### src/rtl/booth_pkg.sv
// Shared definitions for the Booth dot-product accumulator: default widths,
// FSM state encoding and the saturation bounds of the default accumulator.
package booth_pkg;

  localparam int PROD_W_DEF = 8;
  localparam int ACC_W_DEF  = 16;
  localparam int CNT_W_DEF  = 8;

  typedef enum logic {
    ACCUM = 1'b0,
    HOLD  = 1'b1
  } acc_state_e;

  localparam logic signed [ACC_W_DEF-1:0] ACC_MAX = {1'b0, {(ACC_W_DEF-1){1'b1}}};
  localparam logic signed [ACC_W_DEF-1:0] ACC_MIN = {1'b1, {(ACC_W_DEF-1){1'b0}}};

endpackage

### src/rtl/booth_sat_add.sv
// Combinational signed add of a wide accumulator and a sign-extended narrow
// operand, clamped to the accumulator range with an overflow indication.
module booth_sat_add #(
  parameter int A_W = 16,
  parameter int B_W = 8
) (
  input  logic signed [A_W-1:0] a,
  input  logic signed [B_W-1:0] b,
  output logic signed [A_W-1:0] sum,
  output logic                  ovf
);

  localparam logic signed [A_W-1:0] SAT_MAX = {1'b0, {(A_W-1){1'b1}}};
  localparam logic signed [A_W-1:0] SAT_MIN = {1'b1, {(A_W-1){1'b0}}};

  logic signed [A_W:0] wide;

  // One guard bit is enough: the two top bits disagree exactly on overflow.
  assign wide = {a[A_W-1], a} + {{(A_W+1-B_W){b[B_W-1]}}, b};
  assign ovf  = wide[A_W] ^ wide[A_W-1];

  always_comb begin
    sum = wide[A_W-1:0];
    if (ovf) begin
      sum = wide[A_W] ? SAT_MIN : SAT_MAX;
    end
  end

endmodule

### src/rtl/booth_dot_accumulator.sv
// Accumulates a stream of signed Booth products into a saturated dot-product
// sum and hands each completed vector downstream over a valid/ready port.
module booth_dot_accumulator
  import booth_pkg::*;
#(
  parameter int PROD_W = PROD_W_DEF,
  parameter int ACC_W  = ACC_W_DEF,
  parameter int CNT_W  = CNT_W_DEF
) (
  input  logic                     clk,
  input  logic                     rst_n,
  input  logic                     clr,
  input  logic                     prod_valid,
  output logic                     prod_ready,
  input  logic signed [PROD_W-1:0] product,
  input  logic                     prod_last,
  output logic                     acc_valid,
  input  logic                     acc_ready,
  output logic signed [ACC_W-1:0]  acc_out,
  output logic [CNT_W-1:0]         acc_count,
  output logic                     acc_sat
);

  acc_state_e              state_reg;
  logic signed [ACC_W-1:0] acc_reg;
  logic [CNT_W-1:0]        count_reg;
  logic                    sat_reg;

  logic signed [ACC_W-1:0] sum_next;
  logic                    sum_ovf;
  logic [CNT_W-1:0]        count_inc;
  logic signed [ACC_W-1:0] product_sext;
  logic                    accept;

  booth_sat_add #(
    .A_W (ACC_W),
    .B_W (PROD_W)
  ) u_sat_add (
    .a   (acc_reg),
    .b   (product),
    .sum (sum_next),
    .ovf (sum_ovf)
  );

  assign count_inc    = (count_reg == {CNT_W{1'b1}}) ? count_reg : count_reg + CNT_W'(1);
  assign product_sext = {{(ACC_W-PROD_W){product[PROD_W-1]}}, product};

  // In HOLD a new vector may only start on the cycle the result drains.
  assign prod_ready = rst_n && ((state_reg == ACCUM) || acc_ready);
  assign accept     = prod_valid && prod_ready;

  assign acc_valid = (state_reg == HOLD);
  assign acc_out   = acc_reg;
  assign acc_count = count_reg;
  assign acc_sat   = sat_reg;

  always_ff @(posedge clk or negedge rst_n) begin
    if (!rst_n) begin
      state_reg <= ACCUM;
      acc_reg   <= '0;
      count_reg <= '0;
      sat_reg   <= 1'b0;
    end else begin
      case (state_reg)
        ACCUM: begin
          if (clr) begin
            acc_reg   <= '0;
            count_reg <= '0;
            sat_reg   <= 1'b0;
          end else if (accept) begin
            acc_reg   <= sum_next;
            count_reg <= count_inc;
            sat_reg   <= sat_reg | sum_ovf;
            if (prod_last) begin
              state_reg <= HOLD;
            end
          end
        end
        HOLD: begin
          if (acc_ready) begin
            if (accept) begin
              acc_reg   <= product_sext;
              count_reg <= CNT_W'(1);
              sat_reg   <= 1'b0;
              state_reg <= prod_last ? HOLD : ACCUM;
            end else begin
              acc_reg   <= '0;
              count_reg <= '0;
              sat_reg   <= 1'b0;
              state_reg <= ACCUM;
            end
          end
        end
        default: state_reg <= ACCUM;
      endcase
    end
  end

endmodule

### config.mk
export PLATFORM = sky130hd
export DESIGN_NAME = booth_dot_accumulator
export DESIGN_NICKNAME = d
export VERILOG_FILES = /design/src/rtl/booth_pkg.sv /design/src/rtl/booth_sat_add.sv /design/src/rtl/booth_dot_accumulator.sv
export SDC_FILE = /design/constraint.sdc
export NUM_CORES = 1
export LEC_CHECK = 0
export BUFFER_PORTS_ARGS = -buffer_cell sky130_fd_sc_hd__buf_4
export CAP_MARGIN = 30
export CORE_ASPECT_RATIO = 0.5
export CORE_MARGIN = 2
export CORE_UTILIZATION = 45
export DETAILED_ROUTE_END_ITERATION = 10
export PLACE_DENSITY = 0.77
export SLEW_MARGIN = 0
export SYNTH_ARGS = -nofsm -noshare
export SYNTH_HDL_FRONTEND = slang
export SYNTH_SLANG_ARGS = --single-unit
### constraint.sdc
create_clock -name clk -period 2.62 [get_ports clk]
set_clock_uncertainty 0.1 [all_clocks]
set_input_delay 0.524 -clock clk [delete_from_list [all_inputs] [get_ports clk]]
set_output_delay 0.524 -clock clk [all_outputs]
set_load 0.02 [all_outputs]
==> results.tsv, run 1 <==
metric	value	unit
post-DR vias/cell	6.096	
TritonCTS clock tree	done	
antenna-violating nets left	0	
actual slew at the worst max-slew pin	0.6037	ns
FF+latch count, synth	26	
DP HPWL	4951	um
Hold Path Depth	2	
Fin. Hold Viols	0	
maximum vdd drop	0.5054	mV
die width	101	um
row count	17	
# nets final	372	
All-Layer GR Usage	25.90	%
DRC	0	
share of cells above drive strength 1	40.71	%
failing checks	negative setup slack	
CP startpoint kind	flop	
vias in the first global route	2262	
PwrDens	1191	nW/um^2
cell area after layout	3163	sq um
Die ar.	5303	sq um
commonest non-fill, non-tap cell in the layout	buf_4	
Arrival @ worst endpoint	2.74	ns
Netlist cell types	48	
critical path cell sequence	ha_4, and3_4, and3b_1, o31a_1, buf_4, nor4_2, buf_4, nor3_4, buf_6, a211oi_1, nor2_1	
hold slack	0.3425	ns
worst setup margin	-0.05241	ns
reg2reg path depth	11	
Avg WL per Cell	17.79	um
Slew HR	59.60	%
Slew Viols, Final	0	
final wirelength	7046	um
cell mode on critical path	buf_4	
leak pwr	0.001405	uW
RSZ-0062 raised after global routing	yes	
Critical Path Fanout Max	8	
initial antenna violation count	0	
period utilisation layout	102.0	%
Worst-Skew Late Latency	0.28	ns
CTS clk-pin slew, worst paths	0.10	ns
syn_nets	284	
Initial Utilization	47.39	%
number of synthesized flops with an enable pin	0	
ant diodes	0	
area delta synth->final	49.41	%
Final Util	70.81	%
Synth async-reset ratio	100.0	%
f_max	374.2	MHz
TritonCTS Buffers	3	
setup TNS	-0.1577	ns
commonest non-fill, non-tap cells in the layout	buf_4 (87), nor2_1 (29), nand2_1 (25)	
Netlist Area Pre-Place	2117	sq um
drt initial violations	139	
htree depth	1	
Post-DP Area	2902	sq um
status	finished with violations	
pin count of the biggest net entering global routing	21	
MaxCap Viol Count	0	
DR vias	2414	
grt ovf	0	
first-pass GRT wire length	10570	um
CP peak stage delay	0.45	ns
Max Root-Sink Buffers	2	
critical setup path kind	flop to flop	
Syn Area/Cell	8.401	sq um
Cells after Synth	252	
endpoints failing setup	7	
Syn. warnings	0	
Final Critical Period	2.672	ns
slowest cell on the critical path	dfrtp_2	
CTS root buf	clkbuf_8	
port bufs	40	
Die Span Y	52.50	um
register area share after synthesis	30.73	%
Sink Count	26	
I/O pin total	41	
DP Worst Slack	-0.3668	ns
Post-synth top flop	dfrtp_1	
hold crit path type	input pin to flop	
Req. time, crit path	2.69	ns
drt pass-1 iters	5	
core box area	4467	sq um
RD Place Congestion	0.9319	
Worst Setup End Kind	flop	
synth_stat cells (2+ instances only):
library cell / n / area share, %
inv_1: 2 / 0.35
nand4_1: 3 / 0.89
o31ai_1: 4 / 1.4
xnor2_1: 6 / 2.5
o2bb2ai_1: 2 / 0.83
xor2_1: 6 / 2.5
a311oi_1: 2 / 0.83
ha_1: 17 / 10
or2_2: 2 / 0.59
maj3_2: 6 / 3.2
nor3_1: 2 / 0.47
a21o_1: 4 / 1.4
nor2b_1: 2 / 0.59
o21a_1: 4 / 1.4
a31oi_1: 2 / 0.59
a21boi_0: 2 / 0.71
nor2_1: 29 / 5.1
a21oi_1: 24 / 5.7
nor4_1: 2 / 0.59
a211oi_1: 15 / 5.3
nand2b_1: 2 / 0.59
o21ai_0: 17 / 4.0
o211ai_1: 3 / 1.1
and2_1: 3 / 0.89
nand3_1: 7 / 1.7
o22ai_1: 5 / 1.5
and3_1: 3 / 0.89
dfrtp_1: 26 / 31
clkbuf_1: 6 / 1.1
nand2_1: 25 / 4.4
o31a_1: 2 / 0.83
registers in the layout (all words and copies together), names as in the netlist:
name	cells
acc_valid	1
acc_sat	1
acc_out	16
acc_count	8
final cells by class:
cell class,instances,area (sq um)
multi-input cells,217,1698
fillers,315,1304
repair buffers,90,685.7
flip-flops and latches,26,655.6
well taps,57,71.32
clock buffers,4,45.04
inverters,2,7.507
cells by family (layout without fill, tap and decap cells):
family                     count (synthesis)  after routing  synth area share [%]
AOI/OAI and AO/OA                         94             95                 28.72
adders and majority gates                 24             24                 14.18
and+or+nand+nor                           86             86                 19.21
DFF                                       26             26                 30.73
xor gates and xnor gates                  12             12                 4.965
buffers and inverters                     10             96                 2.187
stage by stage:
| step | power (uW) | std cells |
|---|---|---|
| 2_1_floorplan | 2240 | 252 |
| 3_3_place_gp | 2983 | 379 |
| 3_5_place_dp | 3079 | 379 |
| 4_1_cts | 3359 | 384 |
| 5_1_grt | 3978 | 396 |
| 6_report | 3768 | 396 |
per-layer routing:
metal,wire length [um],global-route usage [%]
met4,74,10.14
met2,3550,46.78
met5,0,0
met1,2989,31.14
met3,431,4.800
worst max-delay path, delay by kind of cell (launching register included):
kind | cells | cell delay, ns
AOI/OAI and AO/OA | 2 | 0.49
adders and majority gates | 1 | 0.25
buffers and inverters | 3 | 0.53
DFF | 1 | 0.45
and+or+nand+nor | 5 | 0.74
report_power, final:
group	total, uW	internal [uW]	switching [uW]	leakage (uW)
logic	2840	1390	1440	0.00105
clock network	246	109	137	0.0000228
registers	685	532	153	0.000332
total	3770	2030	1730	0.00140
worst paths after layout:
check / start / endpoint / slack, ns
max reg2reg: acc_out[9] / acc_out[5] / -0.05
min reg2reg: acc_count[7] / acc_count[7] / 0.43
min in group asynchronous: rst_n / acc_out[6] / 0.51
min: acc_ready / acc_valid / 0.34
max in group asynchronous: rst_n / acc_out[1] / 1.41
max: acc_out[9] / acc_out[5] / -0.05
timing repair:
action	4_1_cts	5_1_grt
hold buffers	1	0
buffers inserted	0	11
gates cloned	0	1
hold endpoints to repair	7	0
resized for setup	5	18
pin swaps	0	9
setup endpoints to repair	11	16
Power figures use the tool's default switching activity.
==> inputs of run 2 (changes only) <==
--- a/config.mk
+++ b/config.mk
@@ -8,10 +8,10 @@
 export BUFFER_PORTS_ARGS = -buffer_cell sky130_fd_sc_hd__buf_4
 export CAP_MARGIN = 30
 export CORE_ASPECT_RATIO = 0.5
-export CORE_MARGIN = 2
 export CORE_UTILIZATION = 45
 export DETAILED_ROUTE_END_ITERATION = 10
 export PLACE_DENSITY = 0.77
+export RECOVER_POWER = 50
 export SLEW_MARGIN = 0
 export SYNTH_ARGS = -nofsm -noshare
 export SYNTH_HDL_FRONTEND = slang
==> results.tsv, run 2 (synthesis gave the netlist of run 1 again) <==
metric	value	unit	change
Die Span Y	50.50	um	was 52.50 um
hold crit path type	input pin to flop		unchanged
leak pwr	0.001355	uW	was 0.001405 uW
port bufs	40		unchanged
Critical Path Fanout Max	6		was 8
drt initial violations	152		was 139
Worst R2R Setup Slack	-0.07	ns	was -0.05 ns
post-DR vias/cell	5.990		was 6.096
DP HPWL	4890	um	was 4951 um
area delta synth->final	45.21	%	was 49.41%
Slew Viols, Final	0		unchanged
CP delay by family, top	compound AO/OA/AOI/OAI gates		was simple AND/OR/NAND/NOR gates
max FFs per register	16		unchanged
commonest non-fill, non-tap cells in the layout	buf_4 (77), nor2_1 (29), nand2_1 (25)		was buf_4 (87), nor2_1 (29), nand2_1 (25)
Initial Utilization	47.39	%	unchanged
share of cells above drive strength 1	36.72	%	was 40.71%
register area	655.6	sq um	unchanged
reg2reg end	acc_out[13]		was acc_out[5]
Fillers	354		was 315
row count	17		unchanged
die width	99	um	was 101 um
core box area	4467	sq um	unchanged
combinational cell fraction of total power	73.9	%	was 75.3%
Worst-Skew Late Latency	0.28	ns	about the same
antenna-violating nets left	0		unchanged
R2R Path Start	acc_out[4]		was acc_out[9]
Sw Share	45.22	%	was 46.04%
I/O pin total	41		unchanged
initial antenna violation count	0		unchanged
register share of total power	19.3	%	was 18.2%
worst setup margin	-0.06985	ns	was -0.05241 ns
Worst Hold Launch	acc_ready		unchanged
DR vias	2348		was 2414
critical path cell sequence	ha_4, a211oi_4, o21ai_1, and3_1, o31a_1, or2_4, maj3_2, a211oi_2		was ha_4, and3_4, and3b_1, o31a_1, buf_4, nor4_2, buf_4, nor3_4, buf_6, a211oi_1, nor2_1
first-pass GRT wire length	10570	um	unchanged
commonest non-fill, non-tap cell in the layout	buf_4		unchanged
pin count of the biggest net entering global routing	21		unchanged
final wirelength	6511	um	was 7046 um
htree depth	1		unchanged
ant diodes	0		unchanged
critical setup path kind	flop to flop		unchanged
endpoints failing setup	6		was 7
reg2reg path depth	8		was 11
clock power share	6.8	%	was 6.5%
failing checks	negative setup slack		unchanged
f_max	371.8	MHz	was 374.2 MHz
status	finished with violations		unchanged
Worst Setup End Kind	flop		unchanged
RSZ-0062 raised after global routing	yes		unchanged
vias in the first global route	2256		was 2262
MaxCap Viol Count	0		unchanged
Arrival @ worst endpoint	2.79	ns	was 2.74 ns
grt ovf	0		unchanged
Max Root-Sink Buffers	2		unchanged
actual slew at the worst max-slew pin	0.8360	ns	was 0.6037 ns
All-Layer GR Usage	26.66	%	was 25.90%
worst path buffer plus inverter count	0		was 3
# nets final	368		was 372
Slew HR	44.27	%	was 59.60%
drt pass-1 iters	6		was 5
Avg WL per Cell	16.61	um	was 17.79 um
CP peak stage delay	0.43	ns	was 0.45 ns
TritonCTS clock tree	done		unchanged
Post-DP Area	2917	sq um	was 2902 sq um
RD Place Congestion	0.8717		was 0.9319
Final Critical Period	2.690	ns	was 2.672 ns
Req. time, crit path	2.72	ns	was 2.69 ns
footprint of the multi-input gates	1665	sq um	was 1698 sq um
Fin. Hold Viols	0		unchanged
DRC	0		unchanged
period utilisation layout	102.7	%	was 102.0%
Hold Path Depth	2		unchanged
Net Switching	1622	uW	was 1735 uW
CTS clk-pin slew, worst paths	0.09	ns	was 0.10 ns
maximum vdd drop	0.4913	mV	was 0.5054 mV
cell area after layout	3074	sq um	was 3163 sq um
Pint	1965	uW	was 2034 uW
TritonCTS Buffers	3		unchanged
Hold Path End	acc_valid		unchanged
Sink Count	26		unchanged
CP startpoint kind	flop		unchanged
CTS root buf	clkbuf_8		unchanged
PwrDens	1167	nW/um^2	was 1191 nW/um^2
Die ar.	5000	sq um	was 5303 sq um
hold slack	0.3458	ns	was 0.3425 ns
slowest cell on the critical path	dfrtp_1		was dfrtp_2
run 2: cell type report:
class                           instances  area share [%]
Clock buffer                            4           1.465
Inverter                                2          0.2442
Multi-Input combinational cell        216           54.17
Sequential cell                        26           21.33
Tap cell                               57           2.320
Timing Repair Buffer                   87           20.47
run 2: metrics by stage:
| stage | TNS, ns | power [uW] | std cells | util, % | setup slack, ns |
|---|---|---|---|---|---|
| 5_1_grt | -1.232 | 3822 | 392 | 68.82 | -0.1375 |
| 4_1_cts | 0 | 3363 | 386 | 66.61 | 0.004146 |
| 6_report | -0.3115 | 3587 | 392 | 68.82 | -0.06985 |
| 3_3_place_gp | -3.689 | 3015 | 381 | 65.29 | -0.2619 |
| 2_1_floorplan | 0 | 2240 | 252 | - | 0.001010 |
| 3_5_place_dp | -4.450 | 3104 | 381 | 65.29 | -0.3170 |
run 2: layer usage:
| metal | routed length [um] | track usage (%) | up-vias |
|---|---|---|---|
| met5 | 0 | 0 | - |
| met4 | 33 | 5.721 | 0 |
| met3 | 333 | 4.318 | 6 |
| met2 | 3285 | 49.42 | 75 |
| met1 | 2859 | 33.04 | 1146 |
| li1 | - | - | 1121 |
run 2: power by group through the flow:
stage / clock, uW / combinational, uW / sequential [uW]
CTS: 244 / 2430 / 691
detailed placement: 0 / 2410 / 694
floorplan: 0 / 1420 / 818
global route: 257 / 2860 / 708
finish: 245 / 2650 / 691
global placement: 0 / 2330 / 689
run 2: what timing repair did:
item	in CTS	in global routing
setup buffers	0	6
pin swaps	0	8
resized for setup	2	15
endpoints found under the setup margin	6	17
hold endpoints to repair	12	0
gates cloned	0	0
hold buffers	1	0
run 2: worst max-delay path by stage:
stage / end / slack, ns / start / cells after the start
2_1_floorplan: acc_out[13] / 0.001 / product[7] / 9
3_3_place_gp: acc_out[8] / -0.26 / product[7] / 9
3_5_place_dp: acc_out[11] / -0.32 / product[7] / 9
4_1_cts: acc_out[12] / 0.004 / acc_out[0] / 9
5_1_grt: acc_out[7] / -0.14 / acc_out[4] / 8
6_report: acc_out[13] / -0.07 / acc_out[4] / 8
run 2: worst register-to-register path, cell delays in order (launching register included):
cell and delay, ns:
dfrtp_1 0.43, ha_4 0.26, a211oi_4 0.30, o21ai_1 0.18, and3_1 0.22, o31a_1 0.30, or2_4 0.30, maj3_2 0.31
a211oi_2 0.21
==> inputs of run 3 (changes only) <==
--- a/config.mk
+++ b/config.mk
@@ -10,7 +10,7 @@
 export CORE_ASPECT_RATIO = 0.5
 export CORE_UTILIZATION = 45
 export DETAILED_ROUTE_END_ITERATION = 10
-export PLACE_DENSITY = 0.77
+export PLACE_DENSITY = 0.74
 export RECOVER_POWER = 50
 export SLEW_MARGIN = 0
 export SYNTH_ARGS = -nofsm -noshare
==> constraint.sdc (replaced) <==
create_clock -name clk -period 2.8 [get_ports clk]
set_clock_uncertainty 0.1 [all_clocks]
set_input_delay 0.56 -clock clk [delete_from_list [all_inputs] [get_ports clk]]
set_output_delay 0.56 -clock clk [all_outputs]
set_load 0.02 [all_outputs]
==> results.tsv, run 3 (synthesis gave the netlist of run 1 again) <==
metric	value	unit	change
Initial Utilization	47.39	%	unchanged
critical path cell sequence	ha_1, buf_4, o211ai_1, o21ai_1, and3_1, o31a_1, or2_4, maj3_2, a211oi_1		was ha_4, a211oi_4, o21ai_1, and3_1, o31a_1, or2_4, maj3_2, a211oi_2
antenna-violating nets left	0		unchanged
DR vias	2233		was 2348
register area	650.6	sq um	was 655.6 sq um
first-pass GRT wire length	9860	um	was 10570 um
Req. time, crit path	2.88	ns	was 2.72 ns
critical setup path kind	flop to flop		unchanged
row count	17		unchanged
Pwr Total	3087	uW	was 3587 uW
Die ar.	5000	sq um	unchanged
initial antenna violation count	0		unchanged
Fillers	399		was 354
status	completed		was finished with violations
core box area	4467	sq um	unchanged
cts-stage hold buffer count	0		was 1
leak pwr	0.001305	uW	was 0.001355 uW
vias in the first global route	2173		was 2256
footprint of the multi-input gates	1529	sq um	was 1665 sq um
DP HPWL	4431	um	was 4890 um
Sink Count	26		unchanged
worst setup margin	0.04372	ns	was -0.06985 ns
CP startpoint kind	flop		unchanged
reg2reg path depth	9		was 8
htree depth	1		unchanged
reg2reg end	acc_out[11]		was acc_out[13]
pin count of the biggest net entering global routing	21		unchanged
Max Root-Sink Buffers	2		unchanged
die width	99	um	unchanged
share of cells above drive strength 1	30.70	%	was 36.72%
hold slack	0.2351	ns	was 0.3458 ns
hold crit path type	input pin to async pin		was input pin to flop
Die Span Y	50.50	um	unchanged
Worst-Skew Late Latency	0.28	ns	about the same
area delta synth->final	35.93	%	was 45.21%
Fin. Hold Viols	0		unchanged
RD Place Congestion	0.9183		was 0.8717
period utilisation layout	98.44	%	was 102.7%
Final Non-Filler Cells	386		was 392
grt ovf	0		unchanged
f_max	362.8	MHz	was 371.8 MHz
final wirelength	5868	um	was 6511 um
Final Critical Period	2.756	ns	was 2.690 ns
drt pass-1 iters	4		was 6
PwrDens	1073	nW/um^2	was 1167 nW/um^2
port bufs	40		unchanged
Worst setup startpoint	acc_out[2]		was acc_out[4]
Arrival @ worst endpoint	2.84	ns	was 2.79 ns
cell area after layout	2878	sq um	was 3074 sq um
DRC	0		unchanged
Critical Path Fanout Max	6		unchanged
actual slew at the worst max-slew pin	0.8009	ns	was 0.8360 ns
commonest non-fill, non-tap cells in the layout	buf_4 (67), nor2_1 (29), dfrtp_1 (26)		was buf_4 (77), nor2_1 (29), nand2_1 (25)
All-Layer GR Usage	24.62	%	was 26.66%
dpl cells	381		unchanged
post-DR vias/cell	5.785		was 5.990
Slew Viols, Final	0		unchanged
CP peak stage delay	0.42	ns	was 0.43 ns
# nets final	362		was 368
TritonCTS Buffers	3		unchanged
Post-DP Area	2806	sq um	was 2917 sq um
CTS root buf	clkbuf_8		unchanged
Worst R2R Setup Slack	0.04	ns	was -0.07 ns
Slew HR	46.60	%	was 44.27%
R2R Path Start	acc_out[2]		was acc_out[4]
DP Worst Slack	-0.3756	ns	was -0.3170 ns
CTS clk-pin slew, worst paths	0.10	ns	was 0.09 ns
Avg WL per Cell	15.20	um	was 16.61 um
max FFs per register	16		unchanged
slowest cell on the critical path	dfrtp_1		unchanged
MaxCap Viol Count	0		unchanged
maximum vdd drop	0.5501	mV	was 0.4913 mV
ant diodes	0		unchanged
Worst Setup End Kind	flop		unchanged
TritonCTS clock tree	done		unchanged
commonest non-fill, non-tap cell in the layout	buf_4		unchanged
I/O pin total	41		unchanged
drt initial violations	68		was 152
endpoints failing setup	0		was 6
## run 3: layer usage
layer / up-vias / track usage (%) / wire (um)
met5: - / 0 / 0
met4: 0 / 1.990 / 25
met3: 4 / 4.039 / 235
met2: 48 / 44.87 / 2853
met1: 1070 / 32.18 / 2752
li1: 1111 / - / -
## run 3: timing repair
| action | CTS | global route |
|---|---|---|
| resized for setup | 4 | 9 |
| setup buffers | 0 | 1 |
| endpoints found under the setup margin | 6 | 16 |
| endpoints found under the hold margin | 0 | 0 |
| pin swaps | 0 | 1 |
## run 3: metrics by stage
stage,utilization (%),TNS (ns)
after floorplan,-,-0.06400
after global placement,62.72,-3.183
after detailed placement,62.83,-4.647
after CTS,64.26,0
after global routing,64.43,-0.009108
final,64.43,0
## run 3: worst max-delay path by stage
stage	slack, ns	to
floorplan	-0.01	acc_out[11]
global placement	-0.26	acc_out[12]
detailed placement	-0.38	acc_out[11]
CTS	0.05	acc_out[11]
global route	-0.009	acc_out[11]
finish	0.04	acc_out[11]
## run 3: area by class of cell
cell class                      instances  area share, %
Clock buffer                            4          1.913
Inverter                                2         0.2609
Multi-Input combinational cell        216          53.13
Sequential cell                        26          22.61
Tap cell                               57          2.478
Timing Repair Buffer                   81          19.61
## run 3: worst max-delay path: cells and delay by family (launching register included)
family / cells / cell delay, ns
buffers and inverters: 1 / 0.15
AOI/OAI and AO/OA: 4 / 0.92
adders and majority gates: 2 / 0.54
and+or+nand+nor: 2 / 0.52
DFF: 1 / 0.42
## run 3: power by group
| group | switching [uW] | internal (uW) |
|---|---|---|
| registers | 113 | 493 |
| logic | 1150 | 1080 |
| clock network | 130 | 126 |
| total | 1390 | 1700 |
